### config.mk
export PLATFORM = sky130hd
export DESIGN_NAME = serial_cla_adder
export DESIGN_NICKNAME = d
export VERILOG_FILES = /design/src/rtl/serial_add_pkg.sv /design/src/rtl/cla2_slice.sv /design/src/rtl/serial_cla_adder.sv
export SDC_FILE = /design/constraint.sdc
export NUM_CORES = 1
export LEC_CHECK = 0
export ABC_AREA = 1
export CELL_PAD_IN_SITES_DETAIL_PLACEMENT = 0
export CELL_PAD_IN_SITES_GLOBAL_PLACEMENT = 2
export CORE_UTILIZATION = 31
export DETAILED_ROUTE_END_ITERATION = 10
export GPL_ROUTABILITY_DRIVEN = 0
export PLACE_DENSITY_LB_ADDON = 0.1
export SETUP_SLACK_MARGIN = 0.5
export SYNTH_ARGS = -nofsm -noshare
export SYNTH_HDL_FRONTEND = slang
export SYNTH_SLANG_ARGS = --single-unit
### constraint.sdc
create_clock -name clk -period 3.5 [get_ports clk]
set_input_delay 0.7 -clock clk [delete_from_list [all_inputs] [get_ports clk]]
set_output_delay 0.7 -clock clk [all_outputs]
set_load 0.01 [all_outputs]
### src/rtl/serial_add_pkg.sv
`default_nettype none
// ============================================================================
//  Module   : serial_add_pkg
//  Purpose  : Shared definitions for the serial carry-lookahead adder:
//             FSM state encodings and the default operand width.
//  Ports    : none (package)
//  Revision : 1.0 - initial release
// ============================================================================
package serial_add_pkg;

   // Default operand width; must be even and at least 2.
   localparam int c_default_width = 16;

   typedef logic [1:0] state_t;

   localparam logic [1:0] c_idle = 2'b00;
   localparam logic [1:0] c_run  = 2'b01;
   localparam logic [1:0] c_done = 2'b10;

endpackage : serial_add_pkg
`default_nettype wire

### src/rtl/cla2_slice.sv
`default_nettype none
// ============================================================================
//  Module   : cla2_slice
//  Purpose  : Combinational 2-bit carry-lookahead adder slice.
//  Ports    : a[1:0], b[1:0] - operand bits
//             ci             - carry in
//             s[1:0]         - sum bits
//             c1             - carry into bit 1 (used for overflow)
//             co             - carry out of bit 1
//  Revision : 1.0 - initial release
// ============================================================================
module cla2_slice (
   input  logic [1:0] a,
   input  logic [1:0] b,
   input  logic       ci,
   output logic [1:0] s,
   output logic       c1,
   output logic       co
);

   logic [1:0] w_g;
   logic [1:0] w_p;

   assign w_g = a & b;
   assign w_p = a ^ b;

   // Both carries are formed directly from generate/propagate terms.
   assign c1 = w_g[0] | (w_p[0] & ci);
   assign co = w_g[1] | (w_p[1] & c1);

   assign s[0] = w_p[0] ^ ci;
   assign s[1] = w_p[1] ^ c1;

endmodule : cla2_slice
`default_nettype wire

### src/rtl/serial_cla_adder.sv
`default_nettype none
// ============================================================================
//  Module   : serial_cla_adder
//  Purpose  : Adds two WIDTH-bit operands plus carry-in, two bits per clock,
//             using a single 2-bit carry-lookahead slice. A result takes
//             WIDTH/2 RUN cycles; back-to-back starts from DONE are accepted.
//  Ports    : clk   - clock, rising edge
//             rst   - asynchronous active-high reset
//             start - add request, sampled in IDLE or DONE only
//             a, b  - operands, captured on the accepting edge
//             cin   - carry in, captured on the accepting edge
//             sum   - result (a+b+cin) mod 2^WIDTH
//             cout  - carry out of the MSB
//             ovf   - signed overflow
//             busy  - high while the add is in progress
//             done  - one-cycle result-valid pulse
//  Revision : 1.0 - initial release
// ============================================================================
module serial_cla_adder
   import serial_add_pkg::*;
#(
   parameter int WIDTH = c_default_width
) (
   input  logic             clk,
   input  logic             rst,
   input  logic             start,
   input  logic [WIDTH-1:0] a,
   input  logic [WIDTH-1:0] b,
   input  logic             cin,
   output logic [WIDTH-1:0] sum,
   output logic             cout,
   output logic             ovf,
   output logic             busy,
   output logic             done
);

   localparam int                 c_cnt_w     = $clog2(WIDTH / 2) + 1;
   localparam logic [c_cnt_w-1:0] c_last_step = c_cnt_w'(WIDTH / 2 - 1);

   state_t             r_state;
   logic [WIDTH-1:0]   r_a;
   logic [WIDTH-1:0]   r_b;
   logic [WIDTH-1:0]   r_sum;
   logic               r_carry;
   logic               r_cout;
   logic               r_ovf;
   logic [c_cnt_w-1:0] r_cnt;

   logic [1:0]         w_s;
   logic               w_c1;
   logic               w_c2;
   logic [WIDTH+1:0]   w_sum_cat;
   logic               w_accept;

   cla2_slice u_slice (
      .a  (r_a[1:0]),
      .b  (r_b[1:0]),
      .ci (r_carry),
      .s  (w_s),
      .c1 (w_c1),
      .co (w_c2)
   );

   // New slice bits enter at the MSB end; after WIDTH/2 shifts the first
   // slice computed has migrated down to bits [1:0]. Concatenation keeps the
   // shift legal for WIDTH=2.
   assign w_sum_cat = {w_s, r_sum};

   assign w_accept = start && ((r_state == c_idle) || (r_state == c_done));

   always_ff @(posedge clk or posedge rst) begin
      if (rst) begin
         r_state <= c_idle;
         r_a     <= '0;
         r_b     <= '0;
         r_sum   <= '0;
         r_carry <= 1'b0;
         r_cout  <= 1'b0;
         r_ovf   <= 1'b0;
         r_cnt   <= '0;
      end else begin
         case (r_state)
            c_run: begin
               r_sum   <= w_sum_cat[WIDTH+1:2];
               r_a     <= r_a >> 2;
               r_b     <= r_b >> 2;
               r_carry <= w_c2;
               r_cnt   <= r_cnt + 1'b1;
               if (r_cnt == c_last_step) begin
                  // Final slice holds the MSB: c1 is the carry into it.
                  r_cout  <= w_c2;
                  r_ovf   <= w_c1 ^ w_c2;
                  r_state <= c_done;
               end
            end
            default: begin
               // IDLE and DONE behave identically apart from the done flag.
               if (w_accept) begin
                  r_a     <= a;
                  r_b     <= b;
                  r_carry <= cin;
                  r_cnt   <= '0;
                  r_state <= c_run;
               end else begin
                  r_state <= c_idle;
               end
            end
         endcase
      end
   end

   assign sum  = r_sum;
   assign cout = r_cout;
   assign ovf  = r_ovf;
   assign busy = (r_state == c_run);
   assign done = (r_state == c_done);

endmodule : serial_cla_adder
`default_nettype wire

==> results of run 1 <==
==> per-stage QoR <==
| stage | util | power, W | setup WS, ns |
|---|---|---|---|
| finish | 0.420 | 0.00291 | 1.33 |
| global route | 0.420 | 0.00322 | 1.23 |
| CTS | 0.420 | 0.00297 | 1.29 |
| detailed placement | 0.396 | 0.00237 | 1.39 |
| global placement | 0.396 | 0.00235 | 1.39 |
| floorplan | - | 0.00198 | 1.40 |
==> final timing paths <==
check                      startpoint       to  slack (ns)
setup reg to reg           r_state[0]   r_b[4]        1.48
hold reg to reg               r_b[15]  r_b[15]        0.47
min in group asynchronous         rst   r_b[2]        0.68
hold / removal                r_b[15]  r_b[15]        0.47
max in group asynchronous         rst   r_a[9]        2.17
setup / recovery           r_state[0]     busy        1.33
==> cell usage after synthesis <==
master,number
sky130_fd_sc_hd__nand2_1,219
sky130_fd_sc_hd__dfrtp_1,57
sky130_fd_sc_hd__inv_1,41
sky130_fd_sc_hd__nor2_1,7
sky130_fd_sc_hd__buf_4,6
sky130_fd_sc_hd__buf_2,4
sky130_fd_sc_hd__buf_6,3
sky130_fd_sc_hd__nand3_1,3
sky130_fd_sc_hd__o21ai_0,3
sky130_fd_sc_hd__fa_1,2
sky130_fd_sc_hd__inv_2,2
sky130_fd_sc_hd__nor2_4,2
sky130_fd_sc_hd__a21oi_1,1
sky130_fd_sc_hd__ha_1,1
sky130_fd_sc_hd__nor2_2,1
sky130_fd_sc_hd__xor2_1,1
==> cell usage in the layout, fill, tap and decap left out <==
cell,n
sky130_fd_sc_hd__clkinv_2,2
sky130_fd_sc_hd__fa_1,2
sky130_fd_sc_hd__a21oi_1,1
sky130_fd_sc_hd__xor2_1,1
sky130_fd_sc_hd__nand3_1,3
sky130_fd_sc_hd__nor2_2,1
sky130_fd_sc_hd__inv_2,3
sky130_fd_sc_hd__o21ai_0,3
sky130_fd_sc_hd__ha_1,1
sky130_fd_sc_hd__nor2_1,7
sky130_fd_sc_hd__clkbuf_1,1
sky130_fd_sc_hd__clkbuf_8,13
sky130_fd_sc_hd__nand2_1,219
sky130_fd_sc_hd__inv_1,40
sky130_fd_sc_hd__nor2_4,2
sky130_fd_sc_hd__clkdlybuf4s50_1,55
sky130_fd_sc_hd__buf_4,4
sky130_fd_sc_hd__dfrtp_1,57
==> registers in the layout (all words and copies together), names as in the netlist <==
name	count
ovf	1
r_carry	1
r_state	2
r_b	16
cout	1
r_cnt	4
sum	16
r_a	16
==> report_power, final <==
group	switching, W	internal, W	total (W)
clock network	0.000251	0.000332	0.000583
logic	0.000707	0.000492	0.00120
registers	0.000173	0.000951	0.00112
total	0.00113	0.00178	0.00291
==> area by class of cell <==
type / count / area (sq um) / share of cell area
Tap cell: 105 / 131 / 0.0379
Sequential cell: 57 / 1430 / 0.412
Clock inverter: 2 / 10.0 / 0.00289
Multi-Input combinational cell: 240 / 973 / 0.281
Inverter: 43 / 161 / 0.0466
Clock buffer: 14 / 183 / 0.0527
Timing Repair Buffer: 59 / 581 / 0.168
==> tightest hold or removal path: stages (launching register included) <==
cell and delay, ns:
sky130_fd_sc_hd__dfrtp_1 0.34, sky130_fd_sc_hd__nand2_1 0.05, sky130_fd_sc_hd__nand2_1 0.04
==> routing by layer <==
| metal | GRT usage | share of wire | wire length, microns |
|---|---|---|---|
| met1 | 0.187 | 0.50 | 2750 |
| met2 | 0.222 | 0.44 | 2420 |
| met3 | 0.0435 | 0.054 | 300 |
| met4 | 0.0644 | 0.011 | 62 |
| met5 | 0 | 0 | 0 |
==> cells by family (layout without fill, tap and decap cells) <==
| kind of cell | after synthesis | after routing | share of synthesized area |
|---|---|---|---|
| AOI/OAI and AO/OA | 4 | 4 | 0.00752 |
| xor gates and xnor gates | 1 | 1 | 0.00329 |
| buffers and inverters | 56 | 118 | 0.0978 |
| DFF | 57 | 57 | 0.536 |
| adders and majority gates | 3 | 3 | 0.0198 |
| and+or+nand+nor | 232 | 232 | 0.335 |
==> qor.log, run 1 <==
[outcome] result of the run finished clean
[clocking] # H-tree levels 3
[global_route] number of antenna violations at the first check in global routing 0
[global_route] global route overflow 0
[hold_path] Hold WC Path Type reg2reg
[layout] net count of the finished layout 449
[timing] Total Negative Setup Slacks 0 ns
[yosys] number of synthesis warnings 0
[placed_design] Post-DP HPWL 3550 microns
[yosys] cells after synthesis 353
[timing] skew final 0.00601 ns
[timing] final critical path time including I/O delays and setup 2.17 ns
[worst_setup_path] cell chain of the critical path inv_2, nor2_4, clkdlybuf4s50_1
[yosys] average size of a mapped cell 7.54 sq um
[layout] number of fill cells 899
[detailed_routing] DR vias 2173
[worst_setup_path] kind of critical path reg2out
[timing] slew of the pin with the lowest slew margin 0.745 ns
[yosys] area share of the leading cell type in the synthesized netlist 0.536
[clocking] clk sink count 57
[timing] final hold violations 0
[yosys] number of synthesized register bits 57
[clocking] CTS tree built
[worst_setup_path] CP startpoint kind flip-flop
[hold_path] worst hold path stage count 2
[clocking] Inserted Clock Buffers 9
[timing] setup repair after global routing missed its margin no
[detailed_routing] number of detailed-routing iterations run before antenna repair 4
[worst_setup_path] Worst Setup End Kind output port
[detailed_routing] final antenna-violating net count 0
[floorplan] overall die width 94.6 microns
[worst_setup_path] path length in cells of the critical path 3
[yosys] largest area contributor in the synthesized netlist sky130_fd_sc_hd__dfrtp_1
[worst_setup_path] Top delay family on crit path buffers and inverters
[clocking] deepest clock path buffer count 2
[floorplan] core region area 8260 sq um
[timing] Final Hold Slack 0.473 ns
[layout] fraction of layout cells with a size suffix above 1 0.0602
[detailed_routing] sum of routed wire length over all layers 5530 microns
[floorplan] Chip Height 94.6 microns
[pwr] power per unit of standard cell area 838 nW/um^2
[clocking] clock-pin slew reported for the worst setup and hold paths after clock tree synthesis 0.07 ns
[yosys] synthesized net count 392
[worst_setup_path] Worst Reg-to-Reg Cells 5
[global_route] number of global-route vias before repair 2126
[placed_design] number of input and output port buffers inserted 55
[global_route] first-pass GRT wire length 9760 microns
[floorplan] Initial Utilization 0.322
[worst_setup_path] required time of the critical path 2.80 ns
[worst_setup_path] Slowest cell on crit path sky130_fd_sc_hd__clkdlybuf4s50_1
[yosys] proportion of synthesized chip area in sequential cells 0.536
[yosys] leading post-synthesis cells by cell area sky130_fd_sc_hd__dfrtp_1 (54%), sky130_fd_sc_hd__nand2_1 (31%), sky130_fd_sc_hd__inv_1 (5.8%)
[timing] slew margin rel. 0.502
[placed_design] number of placed cells counting well taps 504
[floorplan] Std-Cell Rows 33
[layout] diode count 0
[layout] non-filler instance count after layout 520
[detailed_routing] DRC marker count from the first detailed-route iteration 73
[yosys] post-synth cell types 16
[detailed_routing] via density per instance 4.18
[clocking] cts-stage hold buffer count 0
[worst_setup_path] number of buffers and inverters on the critical path 2
[clocking] cell at the root of the clock tree sky130_fd_sc_hd__clkbuf_8
[detailed_routing] drt drc 0
[timing] number of pins with negative max-slew slack in the final report 0
[yosys] cell area after synthesis 2660 sq um
[worst_setup_path] delay contributed by the slowest stage of the critical path 0.56 ns
[detailed_routing] average wire per standard cell 10.6 microns
[global_route] global-route usage over all layers 0.145
[clocking] Post-CTS Resized 0
[clocking] clock latency at the later pin of the worst-skew pair 0.33 ns
[worst_setup_path] Arr. time, crit path 1.47 ns
[pwr] Static Leak 1.88 nW
[global_route] largest net degree at the start of global routing 50
[floorplan] Boundary Pins 56
[layout] final instance area 3470 sq um
[pwr] largest voltage drop on the vdd net 0.000214 V
[floorplan] Total Die Area 8950 sq um
[flow_run] max-cap violations 0
[timing] Period Utilization, post-route 0.619
[clocking] setup repair bufs after CTS 0
[timing] max frequency 0.462 GHz
[worst_setup_path] highest net fanout along the worst path 4
[timing] count of endpoints failing setup in the final report 0
[placed_design] placed inst area 3270 sq um
[layout] Syn-to-layout area delta 30.3%
No activity file was read; power rests on OpenSTA's default activity.
==> inputs of run 2 (changes only) <==
Settings changed: CORE_UTILIZATION 31 to 28.
Clock period 3.5 ns to 2.07 ns, I/O delays scaled along.
==> run 2 against run 1 <==
Effect of this change:
- die area grew 10%
- critical path type is now reg2reg
- largest cell class unchanged
- clock power grew 78%
- first-iteration DRC count shrank 11%
- clock skew grew 0.0023 ns
- sequential power grew 69%
- critical endpoint is now ovf
- final area grew 1.8%
==> qor.log, run 2 (synthesis gave the netlist of run 1 again) <==
[detailed_routing] DRC marker count from the first detailed-route iteration 65
[layout] fraction of layout cells with a size suffix above 1 0.0859
[global_route] first-pass GRT wire length 10100 microns
[floorplan] Initial Utilization 0.288
[timing] max frequency 0.652 GHz
[layout] number of fill cells 1022
[global_route] global route overflow 0
[floorplan] Std-Cell Rows 35
[layout] final instance area 3530 sq um
[floorplan] overall die width 99.5 microns
[timing] slew of the pin with the lowest slew margin 0.436 ns
[layout] Syn-to-layout area delta 32.6%
[pwr] largest voltage drop on the vdd net 0.000453 V
[layout] commonest cells after routing, fill and taps aside sky130_fd_sc_hd__nand2_1 (219), sky130_fd_sc_hd__dfrtp_1 (57), sky130_fd_sc_hd__inv_1 (37)
[worst_setup_path] CP startpoint kind flip-flop
[clocking] deepest clock path buffer count 2
[timing] setup repair after global routing missed its margin yes
[timing] final critical path time including I/O delays and setup 1.53 ns
[global_route] layer with the highest usage met2
[worst_setup_path] kind of critical path reg2reg
[floorplan] Total Die Area 9890 sq um
[pwr] switching portion of total power 0.391
[pwr] Internal Power 0.00303 W
[timing] Total Negative Setup Slacks 0 ns
[global_route] largest net degree at the start of global routing 50
[global_route] number of global-route vias before repair 2199
[layout] diode count 0
[timing] slew margin rel. 0.709
[clocking] # H-tree levels 3
[timing] number of pins with negative max-slew slack in the final report 0
[floorplan] Boundary Pins 56
[detailed_routing] average wire per standard cell 10.6 microns
[clocking] CTS tree built
[flow_run] max-cap violations 0
[hold_path] Hold WC Path Type reg2reg
[detailed_routing] DR vias 2173
[placed_design] number of input and output port buffers inserted 55
[clocking] Inserted Clock Buffers 9
[floorplan] Chip Height 99.5 microns
[pwr] Clk pwr share 0.208
[clocking] cell at the root of the clock tree sky130_fd_sc_hd__clkbuf_8
[pwr] share of power burned in combinational logic 0.412
[detailed_routing] sum of routed wire length over all layers 5800 microns
[timing] final hold violations 0
[global_route] GR Layer Usage met2 0.218
[timing] skew final 0.00828 ns
[outcome] result of the run finished clean
[layout] most common cell after layout, fill and taps aside sky130_fd_sc_hd__nand2_1
[worst_setup_path] Arr. time, crit path 1.75 ns
[timing] count of endpoints failing setup in the final report 0
[placed_design] Post-DP HPWL 3730 microns
[timing] Period Utilization, post-route 0.741
[detailed_routing] number of detailed-routing iterations run before antenna repair 4
[detailed_routing] final antenna-violating net count 0
[worst_setup_path] highest net fanout along the worst path 2
[clocking] clk sink count 57
[worst_setup_path] required time of the critical path 2.29 ns
[layout] net count of the finished layout 454
[global_route] met3 Use GR 0.0450
[global_route] number of antenna violations at the first check in global routing 0
[pwr] power dissipated by switching net loads 0.00195 W
[pwr] power per unit of standard cell area 1410 nW/um^2
[detailed_routing] drt drc 0
[floorplan] core region area 9240 sq um
[worst_setup_path] Worst Setup End Kind flip-flop
[clocking] clock latency at the later pin of the worst-skew pair 0.33 ns
[detailed_routing] via density per instance 3.97
[pwr] sequential share of power 0.380
[pwr] Static Leak 1.95 nW
[placed_design] placed inst area 3340 sq um
[clocking] clock-pin slew reported for the worst setup and hold paths after clock tree synthesis 0.06 ns
[global_route] global-route usage over all layers 0.133
[global_route] global-route met1 utilization 0.163
## run 2: power by group through the flow
stage	combinational, W	sequential (W)	clock (W)
floorplan	0.00143	0.00193	0
global placement	0.00215	0.00192	0
detailed placement	0.00216	0.00192	0
CTS	0.00208	0.00190	0.00108
global route	0.00242	0.00196	0.00113
finish	0.00205	0.00189	0.00104
## run 2: worst paths after layout
check                               end   start  slack, ns  cells past startpoint
worst max-delay path                ovf  r_a[0]       0.54                      6
worst min-delay path             sum[1]  sum[1]       0.47                      2
min in group asynchronous        sum[8]     rst       0.51                      3
max in group asynchronous       r_a[10]     rst       1.19                      3
worst min register to register   sum[1]  sum[1]       0.47                      2
worst max register to register      ovf  r_a[0]       0.54                      6
## run 2: worst max-delay path: stages, from the launching register on
cell and delay, ns:
sky130_fd_sc_hd__dfrtp_1 0.35, sky130_fd_sc_hd__inv_2 0.05, sky130_fd_sc_hd__fa_2 0.40, sky130_fd_sc_hd__fa_2 0.39
sky130_fd_sc_hd__xor2_1 0.15, sky130_fd_sc_hd__nand2_1 0.06, sky130_fd_sc_hd__nand2_1 0.04
## run 2: through the flow
| step | std cells | total power [W] | setup slack [ns] | utilization | hold slack [ns] |
|---|---|---|---|---|---|
| global route | 548 | 0.00551 | 0.483 | 0.382 | 0.494 |
| detailed placement | 530 | 0.00408 | 0.386 | 0.361 | 0.464 |
| global placement | 530 | 0.00406 | 0.396 | 0.361 | 0.455 |
| CTS | 546 | 0.00505 | 0.445 | 0.381 | 0.478 |
| floorplan | 353 | 0.00336 | 0.504 | - | 0.442 |
| finish | 548 | 0.00498 | 0.537 | 0.382 | 0.470 |
## run 2: metal layers
layer	up-vias	part of all wire	wire length (microns)
met4	0	0.0062	36
met2	43	0.47	2750
met3	2	0.045	262
li1	1143	-	-
met1	985	0.47	2760
met5	-	0	0
## run 2: layout make-up
type | count | area [sq um] | share of cell area
Sequential cell | 57 | 1430 | 0.404
Clock inverter | 3 | 40.0 | 0.0113
Multi-Input combinational cell | 240 | 978 | 0.277
Tap cell | 129 | 161 | 0.0457
Clock buffer | 12 | 155 | 0.0440
Timing Repair Buffer | 64 | 602 | 0.171
Inverter | 43 | 165 | 0.0468
## run 2: repair_timing
action | in CTS | in global routing
endpoints found under the hold margin | 0 | 0
hold buffers | 0 | 0
endpoints found under the setup margin | 23 | 6
gates resized for setup | 22 | 7
pin swaps | 1 | 5
setup buffers | 1 | 2
